===== src/rtl/even_parity_serializer.sv =====
// Re-checks even parity on each accepted codeword; good codewords are sent as a
// start/data/parity/stop serial frame, bad ones are dropped and counted.
module even_parity_serializer #(
  parameter int DATA_W       = 3,
  parameter int CLKS_PER_BIT = 4,
  parameter int ERR_CNT_W    = 8
) (
  input  logic                 clk,
  input  logic                 rst_n,
  input  logic                 in_valid,
  output logic                 in_ready,
  input  logic [DATA_W:0]      in_code,
  output logic                 tx,
  output logic                 busy,
  output logic                 done,
  output logic                 err_pulse,
  output logic [ERR_CNT_W-1:0] err_count
);

  localparam int TW = $clog2(CLKS_PER_BIT + 1);
  localparam int BW = $clog2(DATA_W + 1);
  localparam logic [TW-1:0] LAST_TICK = TW'(CLKS_PER_BIT - 1);
  localparam logic [BW-1:0] LAST_BIT  = BW'(DATA_W);

  typedef enum logic [1:0] {IDLE, START, DATA, STOP} state_t;

  state_t                 state, state_d;
  logic [TW-1:0]          timer, timer_d;
  logic [BW-1:0]          bit_cnt, bit_cnt_d;
  logic [DATA_W:0]        shreg, shreg_d;
  logic                   tx_d, busy_d, done_d, err_d;
  logic [ERR_CNT_W-1:0]   cnt_d;
  logic                   last_tick;

  assign in_ready  = (state == IDLE);
  assign last_tick = (timer == LAST_TICK);

  always_comb begin
    state_d   = state;
    timer_d   = timer;
    bit_cnt_d = bit_cnt;
    shreg_d   = shreg;
    err_d     = 1'b0;
    cnt_d     = err_count;
    unique case (state)
      IDLE: begin
        if (in_valid) begin
          if (^in_code) begin
            err_d = 1'b1;
            if (err_count != '1) cnt_d = err_count + ERR_CNT_W'(1);
          end else begin
            shreg_d = in_code;
            timer_d = '0;
            state_d = START;
          end
        end
      end
      START: begin
        if (last_tick) begin
          timer_d   = '0;
          bit_cnt_d = '0;
          state_d   = DATA;
        end else begin
          timer_d = timer + TW'(1);
        end
      end
      DATA: begin
        if (last_tick) begin
          timer_d = '0;
          shreg_d = shreg >> 1;
          if (bit_cnt == LAST_BIT) state_d = STOP;
          else                     bit_cnt_d = bit_cnt + BW'(1);
        end else begin
          timer_d = timer + TW'(1);
        end
      end
      STOP: begin
        if (last_tick) begin
          timer_d = '0;
          state_d = IDLE;
        end else begin
          timer_d = timer + TW'(1);
        end
      end
      default: state_d = IDLE;
    endcase

    // Outputs are registered, so they are decoded from the next-state values.
    tx_d   = 1'b1;
    if (state_d == START)     tx_d = 1'b0;
    else if (state_d == DATA) tx_d = shreg_d[0];
    busy_d = (state_d != IDLE);
    done_d = (state_d == STOP) && (timer_d == LAST_TICK);
  end

  always_ff @(posedge clk or negedge rst_n) begin
    if (!rst_n) begin
      state     <= IDLE;
      timer     <= '0;
      bit_cnt   <= '0;
      shreg     <= '0;
      tx        <= 1'b1;
      busy      <= 1'b0;
      done      <= 1'b0;
      err_pulse <= 1'b0;
      err_count <= '0;
    end else begin
      state     <= state_d;
      timer     <= timer_d;
      bit_cnt   <= bit_cnt_d;
      shreg     <= shreg_d;
      tx        <= tx_d;
      busy      <= busy_d;
      done      <= done_d;
      err_pulse <= err_d;
      err_count <= cnt_d;
    end
  end

endmodule


===== config.mk =====
export PLATFORM = sky130hd
export DESIGN_NAME = even_parity_serializer
export DESIGN_NICKNAME = d
export VERILOG_FILES = /design/src/rtl/even_parity_serializer.sv
export SDC_FILE = /design/constraint.sdc
export NUM_CORES = 1
export LEC_CHECK = 0
export CORE_UTILIZATION = 40
export DETAILED_ROUTE_END_ITERATION = 10
export PLACE_DENSITY = 0.6
export SYNTH_ARGS = -nofsm -noshare
export SYNTH_HDL_FRONTEND = slang
export SYNTH_SLANG_ARGS = --single-unit

===== constraint.sdc =====
create_clock -name clk -period 2.4 [get_ports clk]
set_clock_uncertainty 0.1 [all_clocks]
set_input_delay 0.72 -clock clk [delete_from_list [all_inputs] [get_ports clk]]
set_output_delay 0.72 -clock clk [all_outputs]
set_load 0.02 [all_outputs]

# Word-level counts from Yosys, hierarchy flattened
# Index checks and enable logic that the tools add are counted.
# totals
regBits	23
input_bits	7
elab_cells	62
# classes
n_reduce_logical	10
eq_ne	15
muxes	24
add_sub_neg	3
# ops
op	count
$mux W2	9
$mux W4	3
$reduce_and A4 Y1	3
$eq A2 B2 Y1 const B	5
$ne A2 B2 Y1 const B	5
$mux W3	3
$add A8 B1 Y8 const B	1
$ne A8 B8 Y1 const B	1
$pmux W2 S4	1
$pmux W4 S2	1
$eq A3 B2 Y1 const B	2
$pmux W3 S2	1
$reduce_bool A2 Y1	3
$mux W1	5
$eq A2 B1 Y1 const B	2
$pmux W2 S2	1
$reduce_xor A4 Y1	1
$add A3 B1 Y3 const B	1
$reduce_or A3 Y1	1
$add A2 B1 Y2 const B	1
$logic_not A2 Y1	1
$logic_and A1 B1 Y1	1

# Longest topological paths before layout
# Gate-level depths: netlist (run 1).
# depth
depth_word	7
mapped_depth	6

# Worst setup path after synthesis (run 1)
# OpenSTA, ideal clock, no wires.
# synth_path
path_type	input -> register
startpoint	input in_code[3]
endpoint	register err_count[7]
path_stages	5
slack_ps	133
arrival_ps	2039
setup_time_ps	128
cell_sequence	xnor3_1 -> xor2_1 -> buf_6 -> nor4_4 -> mux2_1
# synth_via
elab_chain_len	2
# synth_rtl
element	line_no	text
start, declared	12	input logic [DATA_W:0] in_code,
$reduce_xor A4 Y1	48	if (^in_code) begin
$reduce_and A4 Y1 (no source line)	--	
end signal, assigned	116	err_count <= cnt_d;
end, declared	17	output logic [ERR_CNT_W-1:0] err_count
# No other way between the ends.
# A chain may end at the register's enable or synchronous reset.

# Worst setup path after layout (run 1)
# layout_path
startpoint	register state[1]
endpoint	output in_ready
# layout_via
elab_chain_len	1
# layout_rtl
element	line_no	text
start, declared	27	state_t state, state_d;
start signal, assigned	108	state <= state_d;
$logic_not A2 Y1	35	assign in_ready = (state == IDLE);
end, declared	11	output logic in_ready,
# No other way between the ends.

==> impl_results.md, run 1 <==
* Run status: complete, but fails checks
* Violated checks: design-rule violations
* Sink Count at 23
* Maximum number of pins on one net before global-route repair at 24
* GRT overflow at 0
* Post-layout minimum cycle time at 2.29 ns
* Final core occ at 57.5%
* MaxCap Viol Count at 0
* Mean cell area of the mapped netlist at 10.4 um2
* Worst-case vdd ir drop at 0.000723 V
* Sequential share of power at 38.4%
* Data arrival time of the worst path at 1.47 ns
* Final net count at 165
* Clock latency on the worst-skew pair at 0.31 ns
* Initial Utilization at 43.3%
* Library cell occupying the most area in the post-synthesis netlist: sky130_fd_sc_hd__dfrtp_1
* Antenna violations before repair at 0
* Detailed placer's ending HPWL at 1830 um
* Most area-consuming cells after synthesis: sky130_fd_sc_hd__dfrtp_1, sky130_fd_sc_hd__nand2_1, sky130_fd_sc_hd__o21ai_0, sky130_fd_sc_hd__xor2_1, sky130_fd_sc_hd__ha_1
* Area of the mapped netlist at 1220 um2
* Number of synthesis warnings at 0
* Fraction of final layout cells sized beyond drive strength 1 at 21.4%
* Yosys cell types at 37
* Total leakage power at 0.733 nW
* Number of nets with antenna violations after routing at 0
* Fraction of registers with async set or reset after synthesis at 100%
* Worst slack at placement at -0.395 ns
* GPL Wtd Cong at 0.759
* Area growth syn-to-layout at 32.8%
* Max-slew violation count at 0
* Reg-to-reg critical path startpoint: state[1]
* Share of power burned in combinational logic at 50.7%
* Instance area after placement at 1530 um2
* Average routed wire per standard cell at 13.8 um
* Net Count, Synth at 128
* Max FO, Critical Path at 2
* Buffer levels on the longest clock path at 2
* Kind of end point of the critical path: output pin
* Slew margin rel. at 73.5%
* # setup viols final at 0
* Number of global-route vias before repair at 949
* Cell with the most instances after synthesis: sky130_fd_sc_hd__dfrtp_1
* Depth of the worst register-to-register path at 5
* Share of the synthesized area in the top cell type at 45.0%
* Level count of the clock H-tree at 1
* PortBufs at 19
* Synthesis-stage register bit count at 23
* Startpoint types: register
* Vias after detailed routing at 1006
* Number of DRC markers in iteration 0 at 34
* TritonCTS clock tree: done
* Hold depth at 1
* Post-detailed-route DRC marker count at 3
* Highest achievable clock rate at 437 MHz
* Core Footprint at 2830 um2
* Top cells by instance count after synthesis: sky130_fd_sc_hd__dfrtp_1, sky130_fd_sc_hd__nand2_1, sky130_fd_sc_hd__o21ai_0
* Number of hold-slack violations in the final timing report at 0
* Min-delay src: timer[0]
* Fin worst setup slack at 0.111 ns
* Filler Cells Inserted at 253
* Peak per-stage delay on the critical path at 0.62 ns
* RSZ-0062 raised after global routing: false
* Series of cell instances along the critical path: nor2_1 -> clkdlybuf4s50_1
* Overall die area at 3280 um2
* Internal power at 0.000985 W
* Die height at 57.3 um
* Detail-routed via count per cell at 5.44
* Number of enable-type register cells in the synthesized netlist at 0
* Clock edge transition at the registers on the reported setup and hold paths at 0.13 ns
* Number of placement rows at 19
* Critical Path RT at 1.58 ns
* Num ports at 20
* Setup TNS after final layout at 0 ns
* Number of inserted diodes at 0
* Count of mapped cells out of synthesis at 118
* Detailed-router iteration count before antenna repair at 7
* Power density over the cells at 1020 nW/um2
* CTS hold repair buffers at 0
* Detailed-route wire length at 2550 um
* Design Area, Final at 1630 um2
* Global-route usage over all layers at 16.8%
* Slowest cell on crit path: sky130_fd_sc_hd__clkdlybuf4s50_1
* TritonCTS Buffers at 3
* Clock tree root driver cell: sky130_fd_sc_hd__clkbuf_4
* Final critical-path share of the clock period at 95.4%
* Type of the worst setup path: reg -> out
* Share of power burned in the clock network at 10.8%
* Switching portion of total power at 40.4%
* Startpoint of the worst setup timing path: state[1]
* Power dissipated by switching net loads at 0.000667 W
* First-pass GRT wire length at 4220 um
* Post-synth top flop: sky130_fd_sc_hd__dfrtp_1
* Post-synthesis sequential area ratio at 47.1%
* HP Class: reg -> reg
* Die X-Extent at 57.3 um
* Hold WS at 0.401 ns
* Worst-margin pin slew at 0.397 ns
## cells by family after synthesis
family,Yosys count,synth area share (%)
AND/OR/NAND/NOR,47,23.0
AO/OA/AOI/OAI,24,13.1
flip-flops,23,47.1
XOR/XNOR,9,7.57
buffers and inverters,9,3.37
multiplexers,3,2.76
adder cells (fa/ha/maj),3,3.07
## routing by layer
layer,up-vias,share of wire (%),GRT usage [%]
met2,22,50,28.9
li1,494,-,-
met5,-,0,0
met4,0,1.6,5.23
met3,4,4.1,4.99
met1,486,44,20.4
## cell type report
| cell class | instances | area, um2 | share of cell area [%] |
|---|---|---|---|
| inverters | 4 | 15.0 | 0.924 |
| clock buffers | 3 | 22.5 | 1.39 |
| repair buffers | 37 | 328 | 20.2 |
| clock inverters | 1 | 5.00 | 0.308 |
| flip-flops and latches | 23 | 577 | 35.5 |
| well taps | 31 | 38.8 | 2.39 |
| multi-input cells | 86 | 639 | 39.3 |
## worst paths after layout
path                                     end  slack (ns)
worst max-delay path                in_ready        0.11
worst min register to register          done        0.40
min in group asynchronous               done        0.66
worst max register to register  err_count[7]        0.54
worst min-delay path                    done        0.40
max in group asynchronous                 tx        1.26
## placed cells by master (no fill, tap or decap), types with 2 or more instances in the layout
cell type and instances:
sky130_fd_sc_hd__nor2b_1 2, sky130_fd_sc_hd__mux2_2 2, sky130_fd_sc_hd__dfrtp_1 22, sky130_fd_sc_hd__buf_4 16
sky130_fd_sc_hd__nor2_1 7, sky130_fd_sc_hd__xor2_1 4, sky130_fd_sc_hd__and2_1 2, sky130_fd_sc_hd__inv_1 4
sky130_fd_sc_hd__ha_1 3, sky130_fd_sc_hd__nor4_4 3, sky130_fd_sc_hd__clkbuf_4 3, sky130_fd_sc_hd__o21ai_0 10
sky130_fd_sc_hd__xnor2_1 3, sky130_fd_sc_hd__nor3_1 3, sky130_fd_sc_hd__a31oi_1 2, sky130_fd_sc_hd__a22oi_1 2
sky130_fd_sc_hd__a221o_1 3, sky130_fd_sc_hd__nand4_1 3, sky130_fd_sc_hd__nand3_1 6, sky130_fd_sc_hd__clkdlybuf4s50_1 17
sky130_fd_sc_hd__nand2_1 14
## repair_timing
item,CTS,global route
endpoints found under the setup margin,7,3
pin swaps,4,2
buffers inserted,2,1
cloned,1,0
resized for setup,8,1
## worst max-delay path: cells and delay by family (launching register included)
kind | cells | cell delay [ns]
buffers and inverters | 1 | 0.62
DFF | 1 | 0.40
and+or+nand+nor | 1 | 0.14
## sequential cells by signal (all words and copies together) (netlist names)
register,flops
err_pulse,1
done,1
busy,1
shreg,4
state,2
err_count,8
timer,3
bit_cnt,2
tx,1
## power by group through the flow
stage	Combinational (W)	Sequential (W)	Clock [W]
final	0.000839	0.000635	0.000179
after global routing	0.000916	0.000655	0.000203
after CTS	0.000837	0.000634	0.000189
after detailed placement	0.000808	0.000642	0
after global placement	0.000787	0.000637	0
after floorplan	0.000458	0.000685	0
## stage by stage
stage	total power, W	std cells
after floorplan	0.00114	118
after detailed placement	0.00145	177
after CTS	0.00166	184
after global placement	0.00142	177
final	0.00165	185
after global routing	0.00177	185
No activity file was read; power rests on OpenSTA's default activity.
==> run 2, diff against run 1 <==
--- a/config.mk
+++ b/config.mk
@@ -5,9 +5,9 @@
 export SDC_FILE = /design/constraint.sdc
 export NUM_CORES = 1
 export LEC_CHECK = 0
-export CORE_UTILIZATION = 40
+export CORE_UTILIZATION = 45
 export DETAILED_ROUTE_END_ITERATION = 10
-export PLACE_DENSITY = 0.6
+export PLACE_DENSITY = 0.66
 export SYNTH_ARGS = -nofsm -noshare
 export SYNTH_HDL_FRONTEND = slang
 export SYNTH_SLANG_ARGS = --single-unit
==> run 2 against run 1 <==
The run now ends clean. Clock power about the same. Wire length fell by 2.6%. Largest cell class unchanged. Critical path depth rose by 5. Utilization up 7.0 points.
==> impl_results.md, run 2 (synthesis gave the netlist of run 1 again) <==
* Leading cell type in the layout, fill and taps excluded: sky130_fd_sc_hd__dfrtp_1
* Hold depth at 1
* Startpoint types: input pin
* Maximum number of pins on one net before global-route repair at 24
* Series of cell instances along the critical path: clkdlybuf4s50_1 -> xnor3_2 -> xor2_2 -> buf_6 -> buf_4 -> nor4_4 -> xor2_1
* Detailed placer's ending HPWL at 1830 um
* Post-CTS Setup Repair Bufs at 0
* Final net count at 163
* Detailed-route wire length at 2480 um
* Post-layout minimum cycle time at 2.30 ns
* Share of power burned in combinational logic at 50.5%
* Layout Cells excl Fill at 182
* Slowest cell on crit path: sky130_fd_sc_hd__clkdlybuf4s50_1
* Peak per-stage delay on the critical path at 0.49 ns
* RSZ-0062 raised after global routing: false
* Hold WS at 0.400 ns
* Slew margin rel. at 67.7%
* Die X-Extent at 54.1 um
* Area growth syn-to-layout at 32.9%
* First-pass GRT wire length at 4320 um
* Antenna violations before repair at 0
* Fraction of final layout cells sized beyond drive strength 1 at 21.7%
* Average routed wire per standard cell at 13.6 um
* Vias after detailed routing at 997
* Endpoint of the worst register-to-register path: err_count[7]
* Number of flip-flops under the largest register name at 8
* Num ports at 20
* Type of the worst setup path: in -> reg
* TritonCTS Buffers at 3
* GRT overflow at 0
* Number of hold-slack violations in the final timing report at 0
* GPL Wtd Cong at 0.811
* Number of global-route vias before repair at 935
* Share of power burned in the clock network at 11.0%
* Worst-case vdd ir drop at 0.000689 V
* Critical Path RT at 2.54 ns
* Worst-margin pin slew at 0.484 ns
* Endpoint of the worst hold path: done
* Power dissipated by switching net loads at 0.000664 W
* Switching portion of total power at 40.3%
* Internal power at 0.000984 W
* Detail-routed via count per cell at 5.48
* Kind of end point of the critical path: register
* Commonest cells after routing, fill and taps aside: sky130_fd_sc_hd__dfrtp_1, sky130_fd_sc_hd__clkdlybuf4s50_1, sky130_fd_sc_hd__buf_4
* Die height at 54.1 um
* WP buf/inv at 3
* Core Footprint at 2520 um2
* Highest achievable clock rate at 434 MHz
* Total leakage power at 0.724 nW
* Data arrival time of the worst path at 2.45 ns
* Detailed-router iteration count before antenna repair at 4
* Final critical-path share of the clock period at 95.9%
* Number of placement rows at 18
* Number of inserted diodes at 0
* Sequential share of power at 38.5%
* PortBufs at 19
* Max-slew violation count at 0
* Largest registers ranked by flip-flop count: err_count (8), shreg (4), timer (3)
* Max FO, Critical Path at 7
* Level count of the clock H-tree at 1
* # setup viols final at 0
* MaxCap Viol Count at 0
* R2R setup slack at 0.52 ns
* Clock edge transition at the registers on the reported setup and hold paths at 0.13 ns
* Number of DRC markers in iteration 0 at 15
* Power density over the cells at 1010 nW/um2
* HP Class: reg -> reg
* Reg-to-reg critical path startpoint: state[1]
* Number of placed instances, taps included at 178
* Setup TNS after final layout at 0 ns
* Sink Count at 23
* Clock latency on the worst-skew pair at 0.31 ns
* Register name with the most flops: err_count
* TritonCTS clock tree: done
* Min-delay src: timer[0]
* Gate family responsible for the most delay along the worst path: buffers and inverters
* Number of nets with antenna violations after routing at 0
* Global-route usage over all layers at 20.7%
* Buffer levels on the longest clock path at 2
* Depth of the worst register-to-register path at 5
* Post-detailed-route DRC marker count at 0
* CTS hold repair buffers at 0
* Overall die area at 2930 um2
* Initial Utilization at 48.5%
* Run status: finished clean
* Clock tree root driver cell: sky130_fd_sc_hd__clkbuf_4
* Filler Cells Inserted at 214
## run 2: power by group through the flow
stage          logic, W  clock network [W]  registers (W)
3_3_place_gp   0.000793                  0       0.000634
6_report       0.000833           0.000181       0.000635
4_1_cts        0.000828           0.000192       0.000635
3_5_place_dp   0.000815                  0       0.000644
2_1_floorplan  0.000458                  0       0.000685
5_1_grt        0.000941           0.000198       0.000654
## run 2: through the flow
step                utilization [%]  setup slack (ns)  total power [W]  cell area [um2]
floorplan                         -             0.133          0.00114             1220
global placement               61.3            -0.364          0.00143             1550
detailed placement             61.3            -0.415          0.00146             1550
CTS                            63.2          0.000115          0.00165             1590
global route                   64.5            0.0277          0.00179             1630
finish                         64.5            0.0985          0.00165             1630
## run 2: repair_timing
action	4_1_cts	5_1_grt
resized for setup	5	6
pin swaps	3	1
endpoints found under the setup margin	9	13
## run 2: layout make-up
cell class | instances | area [um2] | area share (%)
Sequential cell | 23 | 577 | 35.5
Timing Repair Buffer | 35 | 315 | 19.4
Tap cell | 30 | 37.5 | 2.31
Inverter | 4 | 15.0 | 0.923
Clock buffer | 3 | 22.5 | 1.38
Multi-Input combinational cell | 86 | 654 | 40.2
Clock inverter | 1 | 5.00 | 0.308
## run 2: worst max-delay path by stage
| stage | start | to | slack (ns) | depth (start not counted) |
|---|---|---|---|---|
| detailed placement | in_code[3] | err_count[7] | -0.42 | 6 |
| CTS | in_code[2] | err_count[6] | 0.0001 | 7 |
| finish | in_code[2] | err_count[5] | 0.1 | 7 |
| floorplan | in_code[3] | err_count[7] | 0.13 | 5 |
| global placement | in_code[3] | err_count[7] | -0.36 | 6 |
| global route | state[1] | in_ready | 0.03 | 2 |
## run 2: per-layer routing
| layer | track usage, % | part of all wire (%) |
|---|---|---|
| met5 | 0 | 0 |
| met4 | 7.69 | 1.5 |
| met3 | 2.54 | 2.5 |
| met2 | 35.0 | 49 |
| met1 | 26.8 | 47 |
==> run 3, diff against run 2 <==
--- a/config.mk
+++ b/config.mk
@@ -5,6 +5,7 @@
 export SDC_FILE = /design/constraint.sdc
 export NUM_CORES = 1
 export LEC_CHECK = 0
+export ABC_AREA = 1
 export CORE_UTILIZATION = 45
 export DETAILED_ROUTE_END_ITERATION = 10
 export PLACE_DENSITY = 0.66
==> run 3 against run 2 <==
Setup slack better by 0.032 ns. Combinational power up 7.3%. Wire length fell by 4.6%. Fmax grew 1.4%. Die area up 4.0%. Register-to-register slack improved by 0.26 ns. Sequential cell count unchanged. Via count is 0.80% higher. Critical endpoint is now tx. Largest power group unchanged.
==> impl_results.md, run 3 <==
* Number of synthesis warnings at 0
* Yosys cell types at 26
* # setup viols final at 0
* Gate family responsible for the most delay along the worst path: buffers and inverters
* Hold WS at 0.397 ns
* Vias after detailed routing at 1005
* Share of power burned in combinational logic at 51.4%
* Final net count at 189
* Max-slew violation count at 0
* Leading cell type in the layout, fill and taps excluded: sky130_fd_sc_hd__nand2_1
* Slew margin rel. at 80.9%
* Buffer levels on the longest clock path at 2
* Top cells by instance count after synthesis: sky130_fd_sc_hd__nand2_1, sky130_fd_sc_hd__dfrtp_1, sky130_fd_sc_hd__inv_1
* Global-route usage over all layers at 16.9%
* Detailed-route wire length at 2360 um
* Slowest cell on crit path: sky130_fd_sc_hd__clkdlybuf4s50_1
* Share of the synthesized area in the top cell type at 43.2%
* Clock latency on the worst-skew pair at 0.32 ns
* Count of mapped cells out of synthesis at 153
* Post-layout minimum cycle time at 2.27 ns
* MaxCap Viol Count at 0
* Average routed wire per standard cell at 11.4 um
* Level count of the clock H-tree at 1
* Number of DRC markers in iteration 0 at 28
* Most area-consuming cells after synthesis: sky130_fd_sc_hd__dfrtp_1, sky130_fd_sc_hd__nand2_1, sky130_fd_sc_hd__inv_1, sky130_fd_sc_hd__o21ai_1, sky130_fd_sc_hd__ha_1
* Fraction of final layout cells sized beyond drive strength 1 at 17.4%
* Worst-margin pin slew at 0.287 ns
* First-pass GRT wire length at 4000 um
* Number of placement rows at 18
* Design Area, Final at 1550 um2
* Area growth syn-to-layout at 21.4%
* Instance area after placement at 1520 um2
* Clock tree root driver cell: sky130_fd_sc_hd__clkbuf_4
* Startpoint types: register
* Commonest cells after routing, fill and taps aside: sky130_fd_sc_hd__nand2_1, sky130_fd_sc_hd__dfrtp_1, sky130_fd_sc_hd__inv_1
* GRT overflow at 0
* TritonCTS Buffers at 3
* Detailed placer's ending HPWL at 1850 um
* Die X-Extent at 55.2 um
* Overall die area at 3050 um2
* Series of cell instances along the critical path: clkdlybuf4s50_1
* Layout Cells excl Fill at 208
* HP Class: reg -> reg
* Internal power at 0.000976 W
* Kind of end point of the critical path: output pin
* Max FO, Critical Path at 1
* Highest achievable clock rate at 441 MHz
* Critical Path RT at 1.58 ns
* WP buf/inv at 1
* Sequential share of power at 38.3%
* Number of enable-type register cells in the synthesized netlist at 0
* Number of nets with antenna violations after routing at 0
* Synthesis-stage register bit count at 23
* Number of global-route vias before repair at 946
* Number of placed instances, taps included at 204
* Cell with the most instances after synthesis: sky130_fd_sc_hd__nand2_1
* Switching portion of total power at 43.9%
* Library cell occupying the most area in the post-synthesis netlist: sky130_fd_sc_hd__dfrtp_1
* PortBufs at 19
* Power dissipated by switching net loads at 0.000763 W
* Setup TNS after final layout at 0 ns
* Fraction of registers with async set or reset after synthesis at 100%
* Number of flip-flops under the largest register name at 8
* Mean cell area of the mapped netlist at 8.33 um2
* Num ports at 20
* Detail-routed via count per cell at 4.83
* Power density over the cells at 1120 nW/um2
* Die height at 55.2 um
* Worst-case vdd ir drop at 0.000806 V
* Register name with the most flops: err_count
* Detailed-router iteration count before antenna repair at 4
* Sink Count at 23
* RSZ-0062 raised after global routing: false
* Core Footprint at 2570 um2
* Net Count, Synth at 163
* Maximum number of pins on one net before global-route repair at 24
* Post-detailed-route DRC marker count at 0
* Post-CTS Setup Repair Bufs at 0
* Clock edge transition at the registers on the reported setup and hold paths at 0.12 ns
* Antenna violations before repair at 0
* R2R setup slack at 0.78 ns
* Fin worst setup slack at 0.130 ns
* Share of power burned in the clock network at 10.3%
* Largest registers ranked by flip-flop count: err_count (8), shreg (4), timer (3)
* Final critical-path share of the clock period at 94.6%
* GPL Wtd Cong at 0.784
* Post-synthesis sequential area ratio at 45.2%
* Post-synth top flop: sky130_fd_sc_hd__dfrtp_1
* Number of hold-slack violations in the final timing report at 0
* Peak per-stage delay on the critical path at 0.59 ns
* Area of the mapped netlist at 1270 um2
* Type of the worst setup path: reg -> out
* Worst slack at placement at 0.170 ns
* Initial Utilization at 49.7%
* Number of inserted diodes at 0
* Run status: finished clean
* Total leakage power at 0.787 nW
* Data arrival time of the worst path at 1.45 ns
* TritonCTS clock tree: done
-- run 3: cell count changes after synthesis, moves of 3 or more --
cell / previous run / this run
sky130_fd_sc_hd__nand2_2: 0 / 5
sky130_fd_sc_hd__nand3_2: 0 / 3
sky130_fd_sc_hd__nor4_2: 3 / 0
sky130_fd_sc_hd__o21ai_1: 0 / 8
sky130_fd_sc_hd__nand2_1: 14 / 38
sky130_fd_sc_hd__clkbuf_1: 4 / 0
sky130_fd_sc_hd__a221o_1: 3 / 0
sky130_fd_sc_hd__inv_2: 0 / 5
sky130_fd_sc_hd__nor3_1: 3 / 0
sky130_fd_sc_hd__o21ai_0: 10 / 5
sky130_fd_sc_hd__inv_1: 4 / 20
-- run 3: layout make-up --
cell class / count / area, um2
fill: 234 / 1020
sequential: 23 / 577
multi-input combinational: 102 / 588
tap: 30 / 37.5
clock inverter: 1 / 5.00
clock buffer: 3 / 22.5
inverter: 28 / 110
timing repair buffer: 21 / 208
-- run 3: kinds of logic after synthesis --
| group | count (synthesis) | share of synthesized area, % |
|---|---|---|
| adders and majority gates | 3 | 2.94 |
| DFF | 23 | 45.2 |
| and+or+nand+nor | 76 | 31.8 |
| AOI/OAI and AO/OA | 16 | 6.58 |
| xor gates and xnor gates | 7 | 4.81 |
| buffers and inverters | 28 | 8.64 |
-- run 3: worst paths after layout --
| path | startpoint | end | depth (start not counted) |
|---|---|---|---|
| min in group asynchronous | rst_n | done | 2 |
| setup reg to reg | err_count[0] | err_count[5] | 8 |
| setup / recovery | tx | tx | 1 |
| hold reg to reg | shreg[2] | shreg[2] | 2 |
| hold / removal | shreg[2] | shreg[2] | 2 |
| max in group asynchronous | rst_n | tx | 2 |
-- run 3: per-stage QoR --
step	total power (W)	utilization, %
after floorplan	0.00126	-
after global placement	0.00154	59.1
after detailed placement	0.00158	59.1
after CTS	0.00176	60.2
after global routing	0.00190	60.3
final	0.00174	60.3
-- run 3: power by group through the flow --
stage          logic, W  clock network, W  registers [W]
3_3_place_gp   0.000877                 0       0.000665
3_5_place_dp   0.000901                 0       0.000674
6_report       0.000894          0.000179       0.000665
5_1_grt         0.00101          0.000207       0.000685
2_1_floorplan  0.000530                 0       0.000734
4_1_cts        0.000906          0.000192       0.000665
-- run 3: per-layer routing --
layer	vias to the layer above	part of all wire (%)	global-route usage (%)
li1	534	-	-
met1	447	46	20.7
met2	20	49	28.1
met3	4	4.3	5.39
met4	0	1.2	5.36
met5	-	0	0
-- run 3: what timing repair did --
| action | in CTS | in global routing |
|---|---|---|
| resized for setup | 0 | 1 |
| hold buffers | 0 | 0 |
| endpoints found under the hold margin | 0 | 0 |
| endpoints found under the setup margin | 0 | 1 |
==> RTL edit 1 (settings of run 1) <==
The 4 states of `state_t` get a Gray code encoding in 2 bits.
--- a/src/rtl/even_parity_serializer.sv
+++ b/src/rtl/even_parity_serializer.sv
@@ -22,7 +22,7 @@
   localparam logic [TW-1:0] LAST_TICK = TW'(CLKS_PER_BIT - 1);
   localparam logic [BW-1:0] LAST_BIT  = BW'(DATA_W);
 
-  typedef enum logic [1:0] {IDLE, START, DATA, STOP} state_t;
+  typedef enum logic [1:0] {IDLE = 2'b00, START = 2'b01, DATA = 2'b11, STOP = 2'b10} state_t;
 
   state_t                 state, state_d;
   logic [TW-1:0]          timer, timer_d;
Check against the original RTL: same outputs for any inputs over 10 cycles, from zero or initial values and one cycle with rst_n low; not proved beyond that.
==> RTL edit 1 against run 1 <==
  * The flow still finishes with violations (design-rule violations)
  * Sequential cell count unchanged
  * Wire length grew 2.2%
  * Worst hold slack better by 5.0 ps
  * Setup slack got worse by 34 ps
  * Area after synthesis grew 1.2%
  * Total power increased by 8.5%
  * Clock power rose by 3%
  * Design area shrank 0.85%
  * Largest power group unchanged
==> RTL edit 1: results (changes against run 1) <==
.. list-table::
   :header-rows: 1

   * - Metric
     - Value
   * - Slew of the pin with the lowest slew margin
     - 447 ps (was 397 ps)
   * - Crit path largest cell delay
     - 440 ps (was 620 ps)
   * - Worst-path cell with the longest stage delay
     - sky130_fd_sc_hd__xnor3_2 (was sky130_fd_sc_hd__clkdlybuf4s50_1)
   * - Via count of the first global-routing pass
     - 960 (was 949)
   * - Number of cells in the finished layout apart from fillers
     - 178 (was 185)
   * - DRT iter0 DRCs
     - 53 (was 34)
   * - Hold Path End
     - err_count[6] (was done)
   * - Routability cong.
     - 0.737 (was 0.759)
   * - Start point of the critical path
     - in_code[1] (was state[1])
   * - DRC violations left
     - 2 (was 3)
   * - Result of the run
     - complete, but fails checks (unchanged)
   * - Failing checks
     - design-rule violations (unchanged)
   * - Switching Share
     - 41.5% (was 40.4%)
   * - Wire length of the first global-routing pass
     - 4590 um (was 4220 um)
   * - Xor/xnor share of the synthesized area
     - 9.09% (was 7.57%)
   * - Detailed-route wire length per cell
     - 14.6 um (was 13.8 um)
   * - Leading cell types by count after synthesis
     - 22 x sky130_fd_sc_hd__dfrtp_1, 7 x sky130_fd_sc_hd__ha_1, 7 x sky130_fd_sc_hd__inv_1 (was 22 x sky130_fd_sc_hd__dfrtp_1, 14 x sky130_fd_sc_hd__nand2_1, 10 x sky130_fd_sc_hd__o21ai_0, 7 x sky130_fd_sc_hd__nor2_1, 6 x sky130_fd_sc_hd__nand3_1)
   * - Post-Place Cells
     - 172 (was 177)
   * - Maximum vdd drop
     - 0.547 mV (was 0.723 mV)
   * - Post-synthesis cell count
     - 113 (was 118)
   * - R2R depth
     - 8 (was 5)
   * - Total iterations of the first detailed-routing run
     - 9 (was 7)
   * - Count of different cell masters after synthesis
     - 36 (was 37)
   * - Kind of cell with the highest combined delay on the critical path
     - compound AO/OA/AOI/OAI gates (was buffers and inverters)
   * - FF-to-FF End
     - done (was err_count[7])
   * - Post-detailed-route via-to-cell ratio
     - 5.48 (was 5.44)
   * - Top post-synthesis cells by area
     - sky130_fd_sc_hd__dfrtp_1 44%, sky130_fd_sc_hd__ha_1 7.1%, sky130_fd_sc_hd__xnor2_1 4.2% (was sky130_fd_sc_hd__dfrtp_1 45%, sky130_fd_sc_hd__nand2_1 4.3%, sky130_fd_sc_hd__o21ai_0 4.1%)
   * - Area fraction in compound gates after synthesis
     - 13.2% (was 13.1%)
   * - Post-Synth Adder-Cell Area
     - 7.07% (was 3.07%)
   * - Pre-CTS worst setup slack
     - -512 ps (was -395 ps)
   * - Post-detailed-placement half-perimeter wirelength
     - 1840 um (was 1830 um)
   * - Seq/Total Area, Yosys
     - 46.6% (was 47.1%)
   * - Total global-route track usage
     - 18.4% (was 16.8%)
   * - Worst Min Path Start
     - err_count[6] (was timer[0])
   * - Fraction of layout instances using a drive strength above 1
     - 21.1% (was 21.4%)
## RTL edit 1: cell count changes in the layout (fill, tap and decap cells not counted), moves of 4 or more
cell	before	now
sky130_fd_sc_hd__o21ai_0	10	5
sky130_fd_sc_hd__a21oi_1	1	5
sky130_fd_sc_hd__ha_1	3	7
sky130_fd_sc_hd__nand2_1	14	6
sky130_fd_sc_hd__buf_4	16	12
## RTL edit 1: repair_timing
item	CTS	global route
buffers inserted	1	1
pin swaps	4	2
setup endpoints to repair	10	6
gates resized for setup	7	6
endpoints found under the hold margin	0	0
## RTL edit 1: cell type report
type	instances	area, um^2
fill	240	1240
multi-input combinational	81	656
sequential	23	577
timing repair buffer	32	287
tap	31	38.8
inverter	7	26.3
clock buffer	3	22.5
clock inverter	1	5.00
## RTL edit 1: metal layers
metal / up-vias / track usage, % / part of all wire [%]
met1: 481 / 24.8 / 47
met4: 0 / 7.14 / 1.9
li1: 469 / - / -
met2: 22 / 29.6 / 47
met3: 4 / 3.35 / 4.0
met5: - / 0 / 0
## RTL edit 1: worst max path at each step
stage | depth (start not counted) | end
final | 6 | tx
after global routing | 8 | done
after CTS | 6 | shreg[2]
after detailed placement | 6 | tx
after global placement | 6 | tx
after floorplan | 5 | tx
## RTL edit 1: power groups by stage
stage	sequential (mW)	combinational [mW]	clock, mW
global placement	0.614	0.922	0
CTS	0.614	0.970	0.192
floorplan	0.658	0.520	0
global route	0.630	1.10	0.206
finish	0.612	0.995	0.184
detailed placement	0.621	0.936	0
## RTL edit 1: worst register-to-register path, delay by kind of cell, from the launching register on
kind	cells	cell delay [ps]
compound gates	2	210
buf+inv	3	500
flops	1	440
simple gates	2	660
fa+ha+maj	1	240
==> RTL edit 2 (settings of run 1) <==
Made on the original files. The parameter `DATA_W` goes from 3 to 2.
--- a/src/rtl/even_parity_serializer.sv
+++ b/src/rtl/even_parity_serializer.sv
@@ -1,7 +1,7 @@
 // Re-checks even parity on each accepted codeword; good codewords are sent as a
 // start/data/parity/stop serial frame, bad ones are dropped and counted.
 module even_parity_serializer #(
-  parameter int DATA_W       = 3,
+  parameter int DATA_W       = 2,
   parameter int CLKS_PER_BIT = 4,
   parameter int ERR_CNT_W    = 8
 ) (
Ports: changed (resized in_code); port bits go from 20 to 19. No check against the original RTL was run, so the function may have changed too.
==> RTL edit 2 against run 1 <==
  * Synthesized cell count is 14% lower
  * Area after synthesis decreased by 8.5%
  * Critical path depth decreased by 1
  * Global-route usage decreased by 0.13 points
  * Setup slack gained 57 ps
  * Total power fell by 3.2%
  * Count of clock-buffer cells in the layout up 1
  * Via count decreased by 19%
  * Non-clock buffer count decreased by 10
  * Sequential power is 5.5% lower
  * Sequential cell count shrank 1
  * Wire length is 19% lower
  * Design area fell by 12%
  * Largest cell class is now flip-flops and latches
  * Highest routed layer unchanged
==> RTL edit 2: results (changes against run 1) <==
.. list-table::
   :header-rows: 1

   * - Metric
     - Value
   * - Share of cell area taken by multi-input logic gates
     - 37.9% (was 39.3%)
   * - Headroom to the max-slew limit
     - 78.9% (was 73.5%)
   * - Largest registers
     - err_count x8, shreg x3, timer x3 (was err_count x8, shreg x4, timer x3)
   * - Clock buffers and inverters, area share
     - 1.83% (was 1.69%)
   * - Pre-CTS worst setup slack
     - -318 ps (was -395 ps)
   * - M3 GR Usage
     - 4.10% (was 4.99%)
   * - Post-Place Cells
     - 156 (was 177)
   * - WL met2
     - 992 um (was 1270 um)
   * - Post-detailed-route via-to-cell ratio
     - 5.09 (was 5.44)
   * - Top post-synthesis cells by area
     - sky130_fd_sc_hd__dfrtp_1 47%, sky130_fd_sc_hd__xor2_1 5.5%, sky130_fd_sc_hd__ha_1 4.5% (was sky130_fd_sc_hd__dfrtp_1 45%, sky130_fd_sc_hd__nand2_1 4.3%, sky130_fd_sc_hd__o21ai_0 4.1%)
   * - Net count after synthesis
     - 112 (was 128)
   * - Critical path arrival
     - 1410 ps (was 1470 ps)
   * - Fmax
     - 448 MHz (was 437 MHz)
   * - Core utilization of the finished layout
     - 56.0% (was 57.5%)
   * - Hold Path End
     - shreg[0] (was done)
   * - Reg area
     - 552 um^2 (was 577 um^2)
   * - Wire length of the first global-routing pass
     - 3520 um (was 4220 um)
   * - Inverter count
     - 7 (was 4)
   * - Total routed wire length on the met1 layer
     - 953 um (was 1130 um)
   * - Flip-flop and latch count after synthesis
     - 22 (was 23)
   * - Proportion of final cell area spent on non-clock buffers
     - 17.5% (was 20.2%)
   * - Result of the run
     - finished, final reports clean (was complete, but fails checks)
   * - Post-detailed-placement half-perimeter wirelength
     - 1520 um (was 1830 um)
   * - End point of the critical path
     - tx (was in_ready)
   * - Worst Min Path Start
     - shreg[0] (was timer[0])
   * - Seq/Total Area, Yosys
     - 49.3% (was 47.1%)
   * - Setup bufs post-CTS
     - 0 (was 2)
   * - Maximum vdd drop
     - 0.680 mV (was 0.723 mV)
   * - Count of different cell masters after synthesis
     - 32 (was 37)
   * - Post-CTS sizing
     - 1 (was 8)
   * - Summed instance area of the synthesized netlist
     - 0.00112 mm^2 (was 0.00122 mm^2)
==> RTL edit 2: cell count changes after synthesis, moves of 3 or more <==
cell,delta
sky130_fd_sc_hd__a221o_1,-3
sky130_fd_sc_hd__a22o_1,+5
sky130_fd_sc_hd__inv_1,+3
sky130_fd_sc_hd__nand2_1,-3
sky130_fd_sc_hd__nor4_2,-3
sky130_fd_sc_hd__o21ai_0,-7
==> RTL edit 2: kinds of logic (layout without fill, tap and decap cells) <==
family	after synthesis	count (layout)	share of synthesized area, %
AOI/OAI and AO/OA	18	18	12.7
xor gates and xnor gates	10	10	7.82
adders and majority gates	4	4	4.47
and+or+nand+nor	37	37	20.7
muxes	1	1	1.01
buffers and inverters	10	38	4.02
DFF	22	22	49.3
==> RTL edit 2: report_power, final <==
part	total [mW]	switching, mW	internal [mW]
clock network	0.171	0.106	0.0646
registers	0.600	0.0922	0.508
logic	0.828	0.423	0.405
